$ cat config.mk
export PLATFORM = sky130hd
export DESIGN_NAME = ascon_perm_ctrl
export DESIGN_NICKNAME = d
export VERILOG_FILES = /design/src/rtl/ascon_pkg.sv /design/src/rtl/ascon_perm_ctrl.sv
export SDC_FILE = /design/constraint.sdc
export NUM_CORES = 1
export LEC_CHECK = 0
export BUFFER_PORTS_ARGS = -buffer_cell sky130_fd_sc_hd__buf_2
export CAP_MARGIN = 20
export CORE_AREA = 3 3 499 501
export DETAILED_ROUTE_END_ITERATION = 16
export DIE_AREA = 0 0 502 504
export HOLD_SLACK_MARGIN = 0.05
export PLACE_DENSITY = 0.32
export SYNTH_ARGS = -nofsm -noshare
export SYNTH_HDL_FRONTEND = slang
export SYNTH_SLANG_ARGS = --single-unit
$ cat constraint.sdc
create_clock -name clk_i -period 1.55 [get_ports clk_i]
set_input_delay 0.31 -clock clk_i [delete_from_list [all_inputs] [get_ports clk_i]]
set_output_delay 0.31 -clock clk_i [all_outputs]
set_load 0.03 [all_outputs]
$ cat src/rtl/ascon_pkg.sv
`default_nettype none
// ============================================================================
// Module      : ascon_pkg
// Description : Shared types, round counts, FSM encoding and round-constant
//               helper for the ASCON permutation controller.
// Revision    : 1.0 - initial release
// ============================================================================
package ascon_pkg;

    typedef logic [4:0][63:0] ascon_state_t;

    localparam int ROUNDS_A = 12;
    localparam int ROUNDS_B = 8;
    localparam int ROUNDS_C = 6;

    typedef enum logic [1:0] {
        ST_IDLE = 2'd0,
        ST_RUN  = 2'd1,
        ST_DONE = 2'd2
    } perm_state_e;

    // Constant for round index i: high nibble counts down from 15, low nibble up from 0.
    function automatic logic [7:0] round_const(input logic [3:0] idx);
        return {4'(4'd15 - idx), idx};
    endfunction

endpackage
`default_nettype wire

$ cat src/rtl/ascon_perm_ctrl.sv
`default_nettype none
// ============================================================================
// Module      : ascon_perm_ctrl
// Description : Round sequencer for an ASCON permutation driving an external
//               combinational round datapath; 12/8/6 rounds, abort, interrupt.
// Revision    : 1.0 - initial release
// ============================================================================
module ascon_perm_ctrl
    import ascon_pkg::*;
#(
    parameter int IRQ_EN         = 1,
    parameter int DEFAULT_ROUNDS = 12
) (
    input  logic         clk_i,
    input  logic         rst_n_i,
    input  logic         start_i,
    input  logic         abort_i,
    input  logic [3:0]   nrounds_i,
    input  ascon_state_t state_i,
    output ascon_state_t round_state_o,
    output logic [7:0]   round_const_o,
    input  ascon_state_t round_state_i,
    output ascon_state_t state_o,
    output logic         busy_o,
    output logic         update_state_o,
    output logic         finished_o,
    output logic         intr_o,
    input  logic         intr_clr_i
);

    localparam logic [3:0] c_last_idx    = 4'd11;
    localparam logic [3:0] c_default_idx = 4'(ROUNDS_A - DEFAULT_ROUNDS);

    perm_state_e  r_state;
    perm_state_e  w_state_next;
    ascon_state_t r_state_q;
    ascon_state_t r_state_out;
    logic [3:0]   r_rc_idx;
    logic [3:0]   w_start_idx;
    logic         w_load;
    logic         w_round;
    logic         w_busy;
    logic         w_finish;

    // Rounds are counted by the constant index, so N rounds start at 12 - N.
    always_comb begin
        w_start_idx = c_default_idx;
        case (nrounds_i)
            4'(ROUNDS_A): w_start_idx = 4'(ROUNDS_A - ROUNDS_A);
            4'(ROUNDS_B): w_start_idx = 4'(ROUNDS_A - ROUNDS_B);
            4'(ROUNDS_C): w_start_idx = 4'(ROUNDS_A - ROUNDS_C);
            default:      w_start_idx = c_default_idx;
        endcase
    end

    always_ff @(posedge clk_i or negedge rst_n_i) begin
        if (!rst_n_i) begin
            r_state <= ST_IDLE;
        end else begin
            r_state <= w_state_next;
        end
    end

    always_comb begin
        w_state_next = r_state;
        w_load       = 1'b0;
        w_round      = 1'b0;
        w_busy       = 1'b0;
        w_finish     = 1'b0;
        case (r_state)
            ST_IDLE: begin
                if (start_i) begin
                    w_load       = 1'b1;
                    w_state_next = ST_RUN;
                end
            end
            ST_RUN: begin
                w_busy = 1'b1;
                if (abort_i) begin
                    w_state_next = ST_IDLE;
                end else begin
                    w_round = 1'b1;
                    if (r_rc_idx == c_last_idx) begin
                        w_state_next = ST_DONE;
                    end
                end
            end
            ST_DONE: begin
                w_busy       = 1'b1;
                w_finish     = 1'b1;
                w_state_next = ST_IDLE;
            end
            default: begin
                w_state_next = ST_IDLE;
            end
        endcase
    end

    // The final round result goes straight into state_o so it is valid during DONE.
    always_ff @(posedge clk_i or negedge rst_n_i) begin
        if (!rst_n_i) begin
            r_state_q   <= '0;
            r_state_out <= '0;
            r_rc_idx    <= 4'd0;
        end else if (w_load) begin
            r_state_q <= state_i;
            r_rc_idx  <= w_start_idx;
        end else if (w_round) begin
            r_state_q <= round_state_i;
            r_rc_idx  <= r_rc_idx + 4'd1;
            if (r_rc_idx == c_last_idx) begin
                r_state_out <= round_state_i;
            end
        end
    end

    assign round_state_o  = r_state_q;
    assign round_const_o  = (r_state == ST_RUN) ? round_const(r_rc_idx) : 8'h00;
    assign state_o        = r_state_out;
    assign busy_o         = w_busy;
    assign finished_o     = w_finish;
    assign update_state_o = w_finish;

    generate
        if (IRQ_EN != 0) begin : g_intr
            logic r_intr;
            // Set has priority so a clear racing a finish cannot lose the event.
            always_ff @(posedge clk_i or negedge rst_n_i) begin
                if (!rst_n_i) begin
                    r_intr <= 1'b0;
                end else if (w_finish) begin
                    r_intr <= 1'b1;
                end else if (intr_clr_i) begin
                    r_intr <= 1'b0;
                end
            end
            assign intr_o = r_intr;
        end else begin : g_no_intr
            assign intr_o = 1'b0;
        end
    endgenerate

endmodule
`default_nettype wire

==> impl_metrics.py <==
metrics = {
    "run_status": {
        "status": "complete, but fails checks",
        "violations": "negative setup slack",
    },
    "global_route": {
        "grt_use_total_pct": 15.39,
        "antenna_found_initial": 99,
        "gr-total-overflow": 0,
        "grt_max_degree": 72,
        "first_global_vias": 29900,
        "grt_pass1_wl_um": 268800,
    },
    "synth": {
        "syn_area_per_cell_um2": 11.26,
        "synth_compound_area_share_pct": 7.370,
        "synthSimpleGateAreaFrac_pct": 13.51,
        "synthMuxAreaShare_pct": 17.07,
        "synth_top_family_by_area": "multiplexers",
        "ys_ff_latch": 647,
        "netlist_area_mm2": 0.02783,
        "synth_cells": 2471,
        "synth_fa_ha_area_share_pct": 0.2248,
        "syn_nets": 3125,
        "yosys_warnings": 0,
        "synth_xor_area_share_pct": 0.06295,
        "ys_types": 31,
        "synth_seq_area_share_pct": 58.18,
    },
    "floorplan": {
        "dieWidth_um": 502,
        "row_count": 182,
        "fp.dieH_um": 504,
        "start_util_pct": 11.35,
        "dieArea_mm2": 0.2530,
        "core-area_mm2": 0.2453,
        "boundaryPins": 1301,
    },
    "timing": {
        "rsz0062_at_grt": "true",
        "setup_violations": 1294,
        "worst_slack_ns": -0.6298,
        "drv_slew": 0,
        "setup_tns_ns": -388.81,
        "min_period_over_period_pct": 140.6,
        "worst_pin_slew_ns": 0.4631,
        "fmax_mhz": 458.8,
        "finalClockSkew_ns": 0.02862,
        "fin_crit_ns": 2.180,
        "slew_headroom_pct": 69.13,
        "finalHoldViolations": 0,
    },
    "critical_path": {
        "crit_fanout": 5,
        "worstSetupPathType": "flop to flop",
        "reg2reg_from": "r_state[0]",
        "rr_endpoint": "round_state_o[5]",
        "end_kind": "flop",
        "critPathLaunch": "r_state[0]",
        "crit_required_ns": 2.17,
        "critical_path_arrival_ns": 2.80,
        "crit_path_end": "round_state_o[5]",
        "r2r_cells": 13,
        "regToRegSetupSlack_ns": -0.63,
        "crit_path_start_kind": "flop",
    },
    "run": {
        "cap_violations": 0,
    },
    "clock_tree": {
        "cts.sink_count": 647,
        "path_clk_slew_ns": 0.06,
        "cts_root_buf": "clkbuf_16",
        "cts_inserted_buffers": 90,
        "clock_path_buffers": 3,
        "htreeDepth": 3,
        "cts_tree": "built",
        "clk_latency_ns": 0.73,
    },
    "detailed_routing": {
        "ant_nets": 0,
        "drt_first_iter_violations": 1971,
        "detail_route.wl_per_cell_um": 26.21,
        "drc": 0,
        "totalWireLength_um": 209400,
        "vias": 29140,
        "drt_pass1_iterations": 5,
        "vias_per_cell": 3.647,
    },
    "place": {
        "gp_congestion": 0.8595,
        "dp_slack_ns": -0.4426,
        "postPlaceCellArea_mm2": 0.03954,
        "place_hpwl_um": 157000,
        "io_buffers": 1300,
    },
    "final_layout": {
        "area_growth_syn_to_layout_pct": 96.05,
        "postLayoutCellArea_mm2": 0.05455,
        "mostFrequentLayoutCell": "buf_2",
        "regArea_mm2": 0.01620,
        "final_cell_mix": "buf_2, dlygate4sd3_1, dfrtp_1, nand2_1, nor2_1",
        "layout.nets": 5316,
        "drive_gt1_share_pct": 49.03,
        "fill_cells": 26760,
        "multi_input_area_mm2": 0.01204,
    },
    "power": {
        "p_leak_nw": 27.41,
        "powerDensity_mw_per_mm2": 1607,
        "vdd_drop_max_uv": 769.3,
    },
    "min_path": {
        "hp-class": "primary input to asynchronous set/reset pin",
    },
}
metrics by stage:
stage                     hold WS [ns]  util (%)  std cells  power (mW)
after floorplan                0.01441         -       2471       41.60
after CTS                      0.07016     21.24       7899       84.56
after detailed placement        0.2814     16.12       6970       56.41
after global routing            0.1100     22.23       7972       91.95
final                           0.1648     22.24       7988       87.68
after global placement          0.2840     16.12       6970       56.40
critical path: stages, from the launching register on:
cell and delay (ns):
dfrtp_1 0.42, ha_4 0.19, buf_12 0.13, buf_16 0.12, buf_6 0.11, buf_8 0.12
nand2b_4 0.12, buf_12 0.13, buf_12 0.12, clkbuf_16 0.17, buf_6 0.11, clkbuf_16 0.14
nand2_2 0.04, a31oi_1 0.15
Yosys cell counts:
cell / n / share of area [%]
a21o_1: 1 / 0.027
a21oi_1: 4 / 0.072
a31oi_1: 320 / 7.2
and2_0: 1 / 0.022
and2_1: 4 / 0.090
and3b_1: 1 / 0.031
buf_1: 12 / 0.16
buf_2: 45 / 0.81
buf_4: 1 / 0.027
buf_6: 33 / 1.3
clkbuf_1: 89 / 1.2
dfrtp_1: 647 / 58
ha_1: 5 / 0.22
inv_1: 3 / 0.040
mux2_2: 21 / 0.85
mux2_4: 300 / 16
mux2i_1: 1 / 0.036
nand2_1: 641 / 8.6
nand2b_1: 3 / 0.067
nand3_1: 1 / 0.018
nand3_4: 1 / 0.063
nand3b_1: 1 / 0.027
nand4b_1: 1 / 0.031
nor2_1: 321 / 4.3
nor2b_1: 6 / 0.13
nor3b_1: 1 / 0.027
o21ai_0: 3 / 0.054
o22ai_1: 1 / 0.022
or3_1: 1 / 0.022
xnor2_1: 1 / 0.031
xor2_1: 1 / 0.031
per-layer routing:
| layer | share of wire [%] | track usage [%] |
|---|---|---|
| met4 | 3.6 | 4.973 |
| met3 | 8.9 | 5.177 |
| met1 | 40 | 18.36 |
| met5 | 0.16 | 0 |
| met2 | 47 | 25.83 |
what timing repair did:
| item | in CTS | in global routing |
|---|---|---|
| cloned | 54 | 37 |
| hold buffers | 648 | 0 |
| pin swaps | 38 | 303 |
| buffers inserted | 70 | 43 |
| gates resized for setup | 218 | 409 |
| endpoints found under the setup margin | 1297 | 1298 |
| endpoints found under the hold margin | 1291 | 0 |
area by class of cell:
cell class              instances  area share [%]
flip-flops and latches        647           29.70
multi-input cells            1641           22.07
diodes                         34          0.1560
clock inverters                38          0.8715
repair buffers               2279           34.99
inverters                       3         0.02064
clock buffers                 126           4.803
well taps                    3220           7.385
power by group:
| group | switching, mW | internal, mW |
|---|---|---|
| clock network | 9.07 | 13.0 |
| logic | 25.8 | 14.9 |
| registers | 3.48 | 21.4 |
cell families (layout without fill, tap and decap cells):
group	count (synthesis)	count (layout)
buffers and inverters	183	2446
multiplexers	322	322
other	0	34
AND/OR/NAND/NOR	983	983
adder cells (fa/ha/maj)	5	5
flip-flops	647	647
AO/OA/AOI/OAI	329	329
XOR/XNOR	2	2
flip-flops by register name, summed over array words and instances, names as in the netlist:
signal,count
intr_o,1
r_rc_idx,4
r_state,2
round_state_o,320
state_o,320
worst min path at each step:
stage	to	slack, ns
2_1_floorplan	intr_o	0.01
3_3_place_gp	round_state_o[257]	0.28
3_5_place_dp	round_state_o[257]	0.28
4_1_cts	round_state_o[257]	0.07
5_1_grt	round_state_o[257]	0.11
6_report	round_state_o[257]	0.16
Power figures use the tool's default switching activity.
